<file path="config.mk">
export PLATFORM = sky130hd
export DESIGN_NAME = pe_cube_result_drain_flat
export DESIGN_NICKNAME = d
export VERILOG_FILES = /design/src/rtl/pe_cube_result_drain_if.sv /design/src/rtl/pe_cube_result_drain.sv /design/src/flat_wrapper.sv
export SDC_FILE = /design/constraint.sdc
export NUM_CORES = 1
export LEC_CHECK = 0
export ABC_CLOCK_PERIOD_IN_PS = 53000
export BUFFER_PORTS_ARGS = -buffer_cell sky130_fd_sc_hd__buf_2
export CORE_MARGIN = 5
export CORE_UTILIZATION = 30
export DETAILED_ROUTE_END_ITERATION = 8
export PLACE_DENSITY = 0.52
export SYNTH_ARGS = -nofsm -noshare
export SYNTH_HDL_FRONTEND = slang
export SYNTH_SLANG_ARGS = --single-unit
</file>
<file path="constraint.sdc">
create_clock -name clk_i -period 53 [get_ports clk_i]
set_input_delay 10.6 -clock clk_i [delete_from_list [all_inputs] [get_ports clk_i]]
set_output_delay 10.6 -clock clk_i [all_outputs]
set_load 0.005 [all_outputs]
</file>
<file path="src/rtl/pe_cube_result_drain_if.sv">
// Result-drain bus: pe_cube snapshot capture on one side, beat stream and overflow status on the
// other. The master modport belongs to the drain; slave is its environment.
interface pe_cube_result_drain_if #(
    parameter int unsigned ArrayNum = 3,
    parameter int unsigned BlockNum = 3,
    parameter int unsigned CubeNum  = 3,
    parameter int unsigned OutBytes = 3
) ();
    localparam int unsigned Total = ArrayNum * BlockNum * CubeNum;

    logic                    result_valid;
    logic [8*Total-1:0]      result;
    logic                    clear_acc;
    logic                    valid;
    logic                    ready;
    logic [8*OutBytes-1:0]   data;
    logic                    last;
    logic                    overflow;
    logic [7:0]              drop_cnt;
    logic                    clear_overflow;

    modport master (
        input  result_valid,
        input  result,
        input  ready,
        input  clear_overflow,
        output clear_acc,
        output valid,
        output data,
        output last,
        output overflow,
        output drop_cnt
    );

    modport slave (
        output result_valid,
        output result,
        output ready,
        output clear_overflow,
        input  clear_acc,
        input  valid,
        input  data,
        input  last,
        input  overflow,
        input  drop_cnt
    );
endinterface

</file>
<file path="src/rtl/pe_cube_result_drain.sv">
// Captures pe_cube result snapshots into a two-slot ping-pong buffer and streams them out as
// fixed-width beats over valid/ready; all stream outputs come straight from registers.
module pe_cube_result_drain #(
    parameter int unsigned ArrayNum = 3,
    parameter int unsigned BlockNum = 3,
    parameter int unsigned CubeNum  = 3,
    parameter int unsigned OutBytes = 3
) (
    input logic                     clk_i,
    input logic                     rst_i,
    pe_cube_result_drain_if.master  bus
);
    localparam int unsigned Total    = ArrayNum * BlockNum * CubeNum;
    localparam int unsigned Beats    = (Total + OutBytes - 1) / OutBytes;
    localparam int unsigned PadBytes = Beats * OutBytes;
    localparam int unsigned BeatW    = (Beats > 1) ? $clog2(Beats) : 1;
    localparam logic [BeatW-1:0] LastBeat = BeatW'(Beats - 1);

    typedef enum logic [0:0] {StIdle, StSend} state_e;

    state_e                  state_q, state_d;
    logic [8*Total-1:0]      slot_q [2];
    logic                    wr_ptr_q, wr_ptr_d;
    logic                    rd_ptr_q, rd_ptr_d;
    logic [1:0]              count_q, count_d;
    logic [BeatW-1:0]        beat_q, beat_d;
    logic                    valid_q;
    logic [8*OutBytes-1:0]   data_q, data_d;
    logic                    last_q, last_d;
    logic                    clear_acc_q;
    logic                    overflow_q, overflow_d;
    logic [7:0]              drop_cnt_q, drop_cnt_d;

    logic                    fire, pop, accept, drop;
    logic [8*Total-1:0]      next_slot;
    logic [8*PadBytes-1:0]   padded;

    always_comb begin
        fire   = (state_q == StSend) && bus.ready;
        pop    = fire && (beat_q == LastBeat);
        // A slot freed by this edge's final-beat pop is available to a capture on the same edge.
        accept = bus.result_valid && ((count_q != 2'd2) || pop);
        drop   = bus.result_valid && !accept;

        count_d  = count_q - {1'b0, pop} + {1'b0, accept};
        wr_ptr_d = wr_ptr_q ^ accept;
        rd_ptr_d = rd_ptr_q ^ pop;

        beat_d = beat_q;
        if (fire) begin
            beat_d = pop ? '0 : beat_q + BeatW'(1);
        end

        state_d = (count_d != 2'd0) ? StSend : StIdle;

        // The slot presented next may be the one being written on this very edge.
        next_slot = (accept && (wr_ptr_q == rd_ptr_d)) ? bus.result : slot_q[rd_ptr_d];
        padded = '0;
        padded[8*Total-1:0] = next_slot;
        data_d = '0;
        last_d = 1'b0;
        if (state_d == StSend) begin
            data_d = padded[8*OutBytes*int'(beat_d) +: 8*OutBytes];
            last_d = (beat_d == LastBeat);
        end

        overflow_d = overflow_q;
        drop_cnt_d = drop_cnt_q;
        if (bus.clear_overflow) begin
            overflow_d = 1'b0;
            drop_cnt_d = 8'd0;
        end
        if (drop) begin
            overflow_d = 1'b1;
            if (drop_cnt_d != 8'hff) begin
                drop_cnt_d = drop_cnt_d + 8'd1;
            end
        end
    end

    always_ff @(posedge clk_i or posedge rst_i) begin
        if (rst_i) begin
            state_q     <= StIdle;
            slot_q      <= '{default: '0};
            wr_ptr_q    <= 1'b0;
            rd_ptr_q    <= 1'b0;
            count_q     <= 2'd0;
            beat_q      <= '0;
            valid_q     <= 1'b0;
            data_q      <= '0;
            last_q      <= 1'b0;
            clear_acc_q <= 1'b0;
            overflow_q  <= 1'b0;
            drop_cnt_q  <= 8'd0;
        end else begin
            if (accept) begin
                slot_q[wr_ptr_q] <= bus.result;
            end
            state_q     <= state_d;
            wr_ptr_q    <= wr_ptr_d;
            rd_ptr_q    <= rd_ptr_d;
            count_q     <= count_d;
            beat_q      <= beat_d;
            valid_q     <= (state_d == StSend);
            data_q      <= data_d;
            last_q      <= last_d;
            // Pulses for every strobe, accepted or dropped, so pe_cube never sees backpressure.
            clear_acc_q <= bus.result_valid;
            overflow_q  <= overflow_d;
            drop_cnt_q  <= drop_cnt_d;
        end
    end

    assign bus.valid     = valid_q;
    assign bus.data      = data_q;
    assign bus.last      = last_q;
    assign bus.clear_acc = clear_acc_q;
    assign bus.overflow  = overflow_q;
    assign bus.drop_cnt  = drop_cnt_q;
endmodule
</file>
<file path="src/flat_wrapper.sv">
// flat-port wrapper written by rule: the top's interface ports become plain ports
module pe_cube_result_drain_flat 
#(
    parameter int unsigned ArrayNum = 3,
    parameter int unsigned BlockNum = 3,
    parameter int unsigned CubeNum  = 3,
    parameter int unsigned OutBytes = 3
)
  (clk_i, rst_i, bus_result_valid, bus_result, bus_ready, bus_clear_overflow, bus_clear_acc, bus_valid, bus_data, bus_last, bus_overflow, bus_drop_cnt);
  pe_cube_result_drain_if #(.ArrayNum(ArrayNum), .BlockNum(BlockNum), .CubeNum(CubeNum), .OutBytes(OutBytes)) bus_i ();
  input logic clk_i;
  input logic rst_i;
  input wire logic [$bits(bus_i.result_valid)-1:0] bus_result_valid;
  input wire logic [$bits(bus_i.result)-1:0] bus_result;
  input wire logic [$bits(bus_i.ready)-1:0] bus_ready;
  input wire logic [$bits(bus_i.clear_overflow)-1:0] bus_clear_overflow;
  output wire logic [$bits(bus_i.clear_acc)-1:0] bus_clear_acc;
  output wire logic [$bits(bus_i.valid)-1:0] bus_valid;
  output wire logic [$bits(bus_i.data)-1:0] bus_data;
  output wire logic [$bits(bus_i.last)-1:0] bus_last;
  output wire logic [$bits(bus_i.overflow)-1:0] bus_overflow;
  output wire logic [$bits(bus_i.drop_cnt)-1:0] bus_drop_cnt;
  assign bus_i.result_valid = bus_result_valid;
  assign bus_i.result = bus_result;
  assign bus_i.ready = bus_ready;
  assign bus_i.clear_overflow = bus_clear_overflow;
  assign bus_clear_acc = bus_i.clear_acc;
  assign bus_valid = bus_i.valid;
  assign bus_data = bus_i.data;
  assign bus_last = bus_i.last;
  assign bus_overflow = bus_i.overflow;
  assign bus_drop_cnt = bus_i.drop_cnt;
  pe_cube_result_drain #(.ArrayNum(ArrayNum), .BlockNum(BlockNum), .CubeNum(CubeNum), .OutBytes(OutBytes)) u_core (.clk_i(clk_i), .rst_i(rst_i), .bus(bus_i));
endmodule
</file>
==> results.md, run 1 <==
* Status: complete, but fails checks
* Failing checks: slew limit
* Fmax at 69.23 MHz
* Pin count of the biggest net entering global routing at ~180
* Setup TNS at 0 ns
* Die Wd at 300.1 um
* # clock sinks at around 480
* Deepest clock path buffer count at 3
* CP startpoint: bus_ready
* Critical-path cell list: buf_2 > nand2_2 > nor2_1 > nor2_1 > nor2_1 > ha_4 > buf_4 > buf_4 > mux2_2
* Post-CTS Hold Fix Bufs at 0
* First-pass GRT wire length at 134.6 mm
* Bufs and invs on worst path at 3
* Final std cells w/o fill at roughly 3,500
* Vias/cell at between 5 and 6
* Reg2Reg Launch Point: u_core.beat_q[0]
* Post-Syn Area per Cell at ~11 um^2
* DR pass1 iterations at 6
* Critical path type: in -> reg
* Hold path cells at 1
* Synth Warn # at 0
* R2R cell count at 10
* Pleak at roughly 12 nW
* Resize count post-CTS at 0
* Minimum clock period after layout at 14.44 ns
* Number of global-route vias before repair at 19,785
* Initial antenna violation count at 28
* Most frequent cells in the layout: dfrtp_1, mux2_2, nand2_1
* Crit path depth at 9
* Post-CTS Setup Inserts at 0
* DP Cell Count at about 3,400
* Starting Density at a little under a third
* Total GRT Usage at between 10% and 20%
* Setup crit end kind: flop
* Setup violators final at 0
* Design Area, Final at around 0.03 mm^2
* CP peak stage delay at around 0.98 ns
* Final hold vios at 0
* Vias at ~19,000
* CP startpoint kind: input port
* Remaining antenna violation count at 0
* Area Growth Syn to Fin at 16.31%
* Placed cell areas at 0.02746 mm^2
* Post-synth EDFFs at 0
* Max cap viols at 0
* Placer Congestion at ~0.82
* Crit path DAT at approximately 15 ns
* Commonest non-fill, non-tap cell in the layout: dfrtp_1
* Full die area at around 0.090 mm^2
* Num CTS Buffers at between 50 and 60
* Final wirelength at ~90 mm
* Initial DRC count at 1,591
* Crit path max-delay cell type: buf_4
* Async set or reset register ratio after synthesis at 100.0%
* RSZ-0062 raised after global routing: no
* Tightest Pin Transition at 1.613 ns
* IO Pins at roughly 260
* Synth Flop Type: dfrtp_1
* Period utilization at a little over a quarter
* CTS H-Tree Depth at 2
* Drt wl/cell at between 20 and 30 um
* Crit-path max FO at 78
* HP Start: u_core.slot_q[152]
* Cells after Synth at approximately 2,200
* Power Density at 69.65 mW/mm^2
* Most frequent CP cell: nor2_1
* Number of synthesized register bits at roughly 480
* Nets at 2,614
* Core ar. at around 0.084 mm^2
* Synth cell types at between 50 and 60
* Reg clk slew, reported paths at approximately 0.060 ns
* Buffers added on ports at between 200 and 300
* Clk root buf: clkbuf_16
* Chip Height at 300.1 um
* WP data required at 53.50 ns
* Mapped Area at between 0.02 and 0.03 mm^2
* Clk_skew at between 0.015 and 0.02 ns
* Peak supply drop at 0.00004512 V
* Final Core Density at between 30% and 40%
* Share of layout cells above drive strength 1 at ~36%
* CTS tree: done
* Row count at between 100 and 150
* Sequential share of the synthesized area at a little under half
* Clk Latency, worst-skew pair at 0.63 ns
* Syn nets at 2,457
* DP HPWL at between 60 and 70 mm
* Global route overflow at 0
* Crit path max-delay family: buffers and inverters
* Worst slew margin at -7.508%
* Final Slew Violations at 72
* DRC viols at 0
* Worst min-delay path class: reg -> reg
==> synthesized netlist by cell type, types with 29 or more instances <==
cell type | count | area, um^2
a21oi_1 | 76 | 380.4
a311oi_1 | 48 | 420.4
buf_2 | 34 | 170.2
clkbuf_1 | 130 | 488.0
dfrtp_1 | 476 | 11910
inv_1 | 38 | 142.6
mux2_2 | 421 | 4741
mux2i_1 | 171 | 1712
nand2_1 | 270 | 1013
nand3_1 | 79 | 395.4
nor2_1 | 31 | 116.4
o211ai_1 | 44 | 330.3
o21ai_0 | 99 | 495.5
o31ai_1 | 29 | 217.7
==> registers in the layout, indices dropped and copies added, names as in the netlist <==
signal and count:
u_core.slot_q 432, u_core.bus.data 24, u_core.bus.drop_cnt 8, u_core.beat_q 4, u_core.count_q 2, u_core.bus.clear_acc 1, u_core.bus.last 1, u_core.bus.overflow 1
u_core.rd_ptr_q 1, u_core.state_q 1, u_core.wr_ptr_q 1
==> worst reg2reg max path: stages, from the launching register on <==
cell,delay [ns]
dfrtp_4,0.72
inv_1,0.14
ha_1,0.26
nand3b_4,0.70
nor2_1,0.46
nor2_1,0.12
nor2_1,0.35
ha_4,0.62
buf_4,1.01
buf_4,0.97
mux2_2,0.46
==> kinds of logic (layout without fill, tap and decap cells) <==
kind of cell             after synthesis  count (layout)  share of synthesized area, %
flip-flops                           476             476                         47.18
multiplexers                         629             629                         28.28
AO/OA/AOI/OAI                        431             431                         11.92
other                                  0              10                             0
XOR/XNOR                               5               5                        0.2280
buffers and inverters                230             432                         3.974
AND/OR/NAND/NOR                      451             451                         8.073
adder cells (fa/ha/maj)                7               7                        0.3469
==> power by group <==
part | internal, mW | switching (mW)
combinational | 0.430 | 0.548
clock | 0.233 | 0.161
sequential | 0.549 | 0.124
==> final cells by class <==
| cell class | instances | area, um^2 |
|---|---|---|
| Clock inverter | 17 | 193.9 |
| Fill cell | 8264 | 54190 |
| Clock buffer | 86 | 1684 |
| Tap cell | 1080 | 1351 |
| Inverter | 40 | 165.2 |
| Antenna cell | 10 | 25.02 |
| Sequential cell | 476 | 11920 |
| Timing Repair Buffer | 289 | 1567 |
| Multi-Input combinational cell | 1523 | 12460 |
==> metal layers <==
layer  global-route usage (%)  vias up  wire [um]
met5                        0        -         87
met4                    8.439       12       4249
met3                    5.040      183       6708
met2                    31.30      693      42340
met1                    25.62     9959      38180
li1                         -     8513          -
==> metrics by stage <==
stage	hold slack, ns	setup slack, ns	power [mW]
2_1_floorplan	0.4741	29.12	1.347
3_3_place_gp	0.4616	38.01	1.620
3_5_place_dp	0.4895	37.95	1.652
4_1_cts	0.5025	38.60	2.055
5_1_grt	0.5093	38.34	2.168
6_report	0.5000	38.56	2.045
==> final timing paths <==
path / end / slack (ns)
max in group asynchronous: u_core.beat_q[0] / 40.43
min in group asynchronous: u_core.slot_q[224] / 10.09
setup reg to reg: u_core.slot_q[345] / 47.07
hold reg to reg: u_core.slot_q[152] / 0.50
setup / recovery: u_core.slot_q[345] / 38.56
hold / removal: u_core.slot_q[152] / 0.50
(Power assumes the default switching activity.)
==> run 2: changes to the inputs <==
--- a/config.mk
+++ b/config.mk
@@ -5,12 +5,13 @@
 export SDC_FILE = /design/constraint.sdc
 export NUM_CORES = 1
 export LEC_CHECK = 0
-export ABC_CLOCK_PERIOD_IN_PS = 53000
+export ABC_AREA = 1
+export ABC_CLOCK_PERIOD_IN_PS = 12200
 export BUFFER_PORTS_ARGS = -buffer_cell sky130_fd_sc_hd__buf_2
 export CORE_MARGIN = 5
 export CORE_UTILIZATION = 30
 export DETAILED_ROUTE_END_ITERATION = 8
-export PLACE_DENSITY = 0.52
+export PLACE_DENSITY = 0.54
 export SYNTH_ARGS = -nofsm -noshare
 export SYNTH_HDL_FRONTEND = slang
 export SYNTH_SLANG_ARGS = --single-unit
==> constraint.sdc (replaced) <==
create_clock -name clk_i -period 12.2 [get_ports clk_i]
set_input_delay 2.44 -clock clk_i [delete_from_list [all_inputs] [get_ports clk_i]]
set_output_delay 2.44 -clock clk_i [all_outputs]
set_load 0.005 [all_outputs]
==> run 2 against run 1 <==
Against the previous run:
- largest cell class is now sequential cells
- critical path type unchanged
- die area decreased by 1.5%
- clock skew increased by 0.0057 ns
- routed wire length decreased by 1.8%
- largest power group unchanged
- the flow now finishes without violations
- sequential power increased to 4.1 times the previous value
==> results.md, run 2 <==
* Synth top area share at between 40% and 50%
* Most flop-heavy register: u_core.slot_q
* CTS H-Tree Depth at 2
* Reg-to-reg slack, setup at approximately 7.1 ns
* FILL cells at between 8,000 and 9,000
* # clock sinks at roughly 480
* Crit path max-delay cell type: nand2_8
* Num CTS Buffers at 55
* RSZ-0062 raised after global routing: no
* Syn nets at roughly 3,400
* Hold endpoint: u_core.bus.overflow
* Number of synthesized register bits at ~480
* Row count at around 110
* Sequential share of the synthesized area at a little under half
* Max reg flops at between 400 and 500
* Initial DRC count at between 2,000 and 2,500
* Final wirelength at ~90 mm
* Post-CTS Setup Inserts at 0
* Post-synth top area cell: dfrtp_1
* Number of global-route vias before repair at around 21,000
* Chip Height at 297.8 um
* Post-CTS Hold Fix Bufs at 0
* Deepest clock path buffer count at 3
* DP HPWL at 60.00 mm
* Post-Syn Area per Cell at 7.794 um^2
* Most frequent CP cell: nand2_1
* Clk Latency, worst-skew pair at ~0.63 ns
* Worst slew margin at a little under a quarter
* Global route overflow at 0
* Clk root buf: clkbuf_16
* Area occupied by multi-input gates at about 0.011 mm^2
* Period utilization at approximately 53%
* R2R cell count at 14
* Area Growth Syn to Fin at 15.81%
* Final hold vios at 0
* Crit-path max FO at 99
* CP peak stage delay at 0.81 ns
* CP startpoint kind: input port
* Tightest Pin Transition at roughly 1.1 ns
* Top cells by area, synth: dfrtp_1, nand2_1, nand3_1, mux2_2, a21oi_1
* Reg clk slew, reported paths at 0.06 ns
* Most frequent cells in the layout: nand2_1, dfrtp_1, nand3_1
* HP Start: u_core.bus.overflow
* Min setup slack post-route at about 5.7 ns
* Setup crit end kind: flop
* Worst min-delay path class: reg -> reg
* Critical path type: in -> reg
* Post-synth EDFFs at 0
* IO Pins at ~260
* Pre-CTS WS at between 5 and 6 ns
* Drt wl/cell at a little over 20 um
* Async set or reset register ratio after synthesis at 100.0%
* Placer Congestion at about 0.84
* Power consumption at between 8 and 9 mW
* Final Slew Violations at 0
* Cells after Synth at ~3,200
* Register Area at 0.01191 mm^2
* Placed cell areas at about 0.027 mm^2
* Power Density at a little over 300 mW/mm^2
* CP startpoint: bus_ready
* Total GRT Usage at between 10% and 20%
* Remaining antenna violation count at 0
* Vias at approximately 22,000
* Max cap viols at 0
* CTS tree: done
* DRC viols at 0
* Crit path DAT at about 7.0 ns
* Synth Flop Type: dfrtp_1
* Starting Density at 30.27%
* Resize count post-CTS at 0
* Mapped Area at ~0.025 mm^2
* Nets at 3,529
* Count leader, synth: nand2_1
* WP data required at 12.68 ns
* Full die area at between 0.08 and 0.09 mm^2
* Setup TNS at 0 ns
* Most frequent cells after synthesis: nand2_1, dfrtp_1, nand3_1, a21oi_1, inv_1
* Clk_skew at roughly 0.022 ns
* Buffers added on ports at approximately 260
* Core ar. at ~0.082 mm^2
* Pin count of the biggest net entering global routing at 220
* Critical-path cell list: buf_2 > nand2_2 > nand2_1 > nand2_8 > buf_4 > buf_4 > nand2_1 > o21ai_0 > nand3_1 > nand2_1 > inv_1 > nand2_1 > nand3_1 > nand3_1 > a21oi_1
* Hold path cells at 2
* Pleak at 14.24 nW
* Synth Warn # at 0
* DR pass1 iterations at 5
* Die Wd at around 300 um
* Vias/cell at roughly 5.0
* Setup violators final at 0
* First-pass GRT wire length at between 100 and 150 mm
* Reg2Reg Launch Point: u_core.state_q
* Share of layout cells above drive strength 1 at 16.89%
* FF-to-FF End: u_core.bus.data[14]
* Fmax at about 150 MHz
* Commonest non-fill, non-tap cell in the layout: nand2_1
* Minimum clock period after layout at approximately 6.5 ns
* Peak supply drop at around 0.00017 V
* Status: completed
* Synth cell types at 33
* Initial antenna violation count at 9
* Design Area, Final at 0.02878 mm^2
## run 2: final cells by class
cell class                      count  area share [%]
Multi-Input combinational cell   2219           38.40
Tap cell                         1070           4.651
Clock inverter                     19          0.9650
Sequential cell                   476           41.38
Inverter                          269           3.530
Antenna cell                        6         0.05216
Clock buffer                       83           5.812
Timing Repair Buffer              280           5.208
## run 2: stage by stage
step | utilization (%) | std cells | hold slack (ns)
after floorplan | - | 3189 | 0.4737
after global placement | 32.66 | 4314 | 0.4644
after detailed placement | 32.66 | 4314 | 0.4710
after CTS | 35.04 | 4416 | 0.4864
after global routing | 35.05 | 4419 | 0.5024
final | 35.06 | 4422 | 0.4741
## run 2: worst max-delay path, delay by kind of cell
| kind | cells | cell delay (ns) |
|---|---|---|
| simple gates | 9 | 2.31 |
| buf+inv | 4 | 1.72 |
| compound gates | 2 | 0.20 |
## run 2: how the worst max path moves through the flow
| stage | cells past startpoint | end |
|---|---|---|
| global route | 15 | u_core.bus.data[0] |
| finish | 15 | u_core.bus.data[14] |
| global placement | 13 | u_core.bus.data[7] |
| floorplan | 1 | u_core.beat_q[0] |
| detailed placement | 15 | u_core.bus.data[15] |
| CTS | 15 | u_core.bus.data[15] |
## run 2: metal layers
metal  global-route usage (%)  part of all wire, %  wire [um]
met2                    30.32                   45      40230
met1                    27.59                   45      40100
met5                        0                0.044         40
met3                    3.488                  6.0       5401
met4                    8.530                  4.6       4156
## run 2: logic make-up (layout without fill, tap and decap cells)
logic type | after synthesis | after routing | synth area share [%]
adders and majority gates | 7 | 7 | 0.3524
DFF | 476 | 476 | 47.93
and+or+nand+nor | 1623 | 1623 | 27.00
xor gates and xnor gates | 7 | 7 | 0.2467
other | 0 | 6 | 0
AOI/OAI and AO/OA | 415 | 415 | 8.896
buffers and inverters | 494 | 651 | 8.014
muxes | 167 | 167 | 7.566
## run 2: report_power, final
part	total (mW)	switching [mW]	internal, mW
clock network	1.77	0.716	1.06
logic	4.27	2.86	1.41
registers	2.77	0.414	2.36
==> run 3: changes to the inputs <==
--- a/config.mk
+++ b/config.mk
@@ -5,8 +5,8 @@
 export SDC_FILE = /design/constraint.sdc
 export NUM_CORES = 1
 export LEC_CHECK = 0
-export ABC_AREA = 1
-export ABC_CLOCK_PERIOD_IN_PS = 12200
+export ABC_AREA = 0
+export ABC_CLOCK_PERIOD_IN_PS = 5700
 export BUFFER_PORTS_ARGS = -buffer_cell sky130_fd_sc_hd__buf_2
 export CORE_MARGIN = 5
 export CORE_UTILIZATION = 30
==> constraint.sdc (replaced) <==
create_clock -name clk_i -period 5.7 [get_ports clk_i]
set_input_delay 1.14 -clock clk_i [delete_from_list [all_inputs] [get_ports clk_i]]
set_output_delay 1.14 -clock clk_i [all_outputs]
set_load 0.005 [all_outputs]
==> run 3 against run 2 <==
Against the previous run:
- die area rose by 1.5%
- setup slack got worse by 4.3 ns
- highest routed layer unchanged
- flip-flop and latch count unchanged
- worst hold slack improved by 0.011 ns
- critical path depth shrank 6
- utilization rose by 0.18 points
==> results.md, run 3 (synthesis gave the netlist of run 1 again) <==
* Status: completed
* Critical path type: reg -> reg
* Most flop-heavy register: u_core.slot_q
* Initial DRC count at approximately 1,800
* Num CTS Buffers at between 50 and 60
* Nets at around 2,600
* Total GRT Usage at 19.92%
* Clk Latency, worst-skew pair at roughly 0.64 ns
* Worst min-delay path class: reg -> reg
* Crit-path max FO at 66
* Net Switching at approximately 8.0 mW
* Remaining antenna violation count at 0
* Setup TNS at 0 ns
* Comb pwr share at between 40% and 50%
* Reg2Reg Launch Point: u_core.beat_q[0]
* Deepest clock path buffer count at 3
* Pin count of the biggest net entering global routing at 158
* IO Pins at 257
* DRC viols at 0
* Pleak at 12.36 nW
* Setup violators final at 0
* Row count at roughly 110
* Clock share of power at 18.6%
* Power Density at around 650 mW/mm^2
* Resize count post-CTS at 0
* Chip Height at 300.1 um
* Clk_skew at about 0.022 ns
* DP HPWL at roughly 64 mm
* Vias/cell at around 5.5
* Clk root buf: clkbuf_16
* Final wirelength at 92.52 mm
* Placer Congestion at roughly 0.89
* Core ar. at 0.08356 mm^2
* Reg clk slew, reported paths at about 0.06 ns
* P_int at around 11 mW
* HP Start: u_core.bus.overflow
* Final std cells w/o fill at between 3,000 and 4,000
* Period utilization at 75.44%
* Sequential share of power at about a third
* Final Slew Violations at 0
* Post-CTS Hold Fix Bufs at 0
* # clock sinks at between 400 and 500
* Crit path DAT at around 4.8 ns
* Commonest non-fill, non-tap cell in the layout: dfrtp_1
* CTS H-Tree Depth at 2
* Initial antenna violation count at 35
* Power consumption at approximately 19 mW
* Max cap viols at 0
* Tightest Pin Transition at between 1 and 1.5 ns
* First-pass GRT wire length at about 140 mm
* Buffers added on ports at roughly 260
* Crit path max-delay cell type: and2_4
* DP Cell Count at 3,420
* FF-to-FF End: u_core.bus.data[15]
* Hold path cells at 1
* Peak supply drop at 0.0004454 V
* Critical-path cell list: inv_1 > ha_1 > nand3b_4 > o2111ai_2 > and2_4 > buf_4 > o21ai_0 > a21oi_1 > o211ai_1
* Minimum clock period after layout at ~4.3 ns
* Number of global-route vias before repair at 20,237
* Starting Density at between 30 and 40%
* R2R cell count at 9
* DR pass1 iterations at 6
* Share of layout cells above drive strength 1 at about 36%
* Fmax at between 200 and 250 MHz
* Most frequent cells in the layout: dfrtp_1, mux2_2, nand2_1
* Reg-to-reg slack, setup at ~1.4 ns
* WP data required at 6.19 ns
* Post-CTS Setup Inserts at 0
* Placed cell areas at between 0.02 and 0.03 mm^2
* Final hold vios at 0
* Full die area at 0.09006 mm^2
* Area Growth Syn to Fin at 16.62%
* CP startpoint kind: flop
* Hold endpoint: u_core.bus.overflow
* CP peak stage delay at 0.85 ns
* Worst slew margin at about 11%
* Drt wl/cell at around 26 um
* Die Wd at 300.1 um
* Setup crit end kind: flop
* Final Core Density at between 30% and 40%
* Design Area, Final at about 0.029 mm^2
* Vias at 19,559
* Switching Fraction at a little over two fifths
* CTS tree: done
* Global route overflow at 0
* FILL cells at roughly 8,200
* Max reg flops at 432
* RSZ-0062 raised after global routing: no
==> run 3: changes by cell type in the layout (fill, tap and decap cells not counted), sizes merged, moves of 25 or more <==
| cell | change |
|---|---|
| a32oi | +28 |
| o31ai | +28 |
| a311oi | +48 |
| a21oi | -186 |
| nand3 | -341 |
| a211oi | +26 |
| inv | -218 |
| nor2 | -224 |
| nand2 | -669 |
| nand2b | +25 |
| mux2i | +171 |
| mux2 | +267 |
==> run 3: power by group through the flow <==
stage	clock, mW	combinational (mW)	sequential [mW]
detailed placement	0	9.34	6.28
floorplan	0	6.68	5.84
CTS	3.67	9.36	6.23
global placement	0	9.16	6.14
finish	3.57	9.36	6.26
global route	3.79	10.0	6.44
==> run 3: how the worst max path moves through the flow <==
stage	from	to	slack, ns	cells past startpoint
CTS	u_core.beat_q[0]	u_core.bus.data[17]	1.47	10
detailed placement	bus_ready	u_core.bus.data[23]	1.19	8
finish	u_core.beat_q[0]	u_core.bus.data[15]	1.40	9
floorplan	rst_i	u_core.beat_q[0]	-1.89	1
global placement	bus_ready	u_core.bus.data[23]	1.22	8
global route	u_core.beat_q[0]	u_core.bus.data[9]	1.18	13
==> run 3: metrics by stage <==
stage | hold WS (ns) | worst slack (ns)
3_5_place_dp | 0.4765 | 1.186
2_1_floorplan | 0.4741 | -1.889
5_1_grt | 0.5109 | 1.175
4_1_cts | 0.4894 | 1.470
6_report | 0.4850 | 1.400
3_3_place_gp | 0.4605 | 1.223
==> run 3: metal layers <==
| layer | GRT usage (%) | vias to the layer above | wire length, um |
|---|---|---|---|
| li1 | - | 8519 | - |
| met4 | 7.908 | 10 | 3925 |
| met5 | 0 | - | 70 |
| met1 | 24.95 | 10115 | 36820 |
| met3 | 3.914 | 191 | 6111 |
| met2 | 33.96 | 724 | 45600 |
==> run 3: cell type report <==
cell class              instances  area [um^2]  share of cell area [%]
flip-flops and latches        476        11920                   40.47
inverters                      40        161.4                  0.5482
multi-input cells            1523        12430                   42.22
diodes                         11        27.53                 0.09349
well taps                    1080         1351                   4.590
clock inverters                24        259.0                  0.8797
repair buffers                301         1744                   5.924
clock buffers                  75         1553                   5.274
==> run 3: worst max-delay path, delay by kind of cell (launching register included) <==
family,cells,cell delay (ns)
DFF,1,0.62
buffers and inverters,2,0.72
AOI/OAI and AO/OA,4,1.27
and+or+nand+nor,2,1.22
adders and majority gates,1,0.26
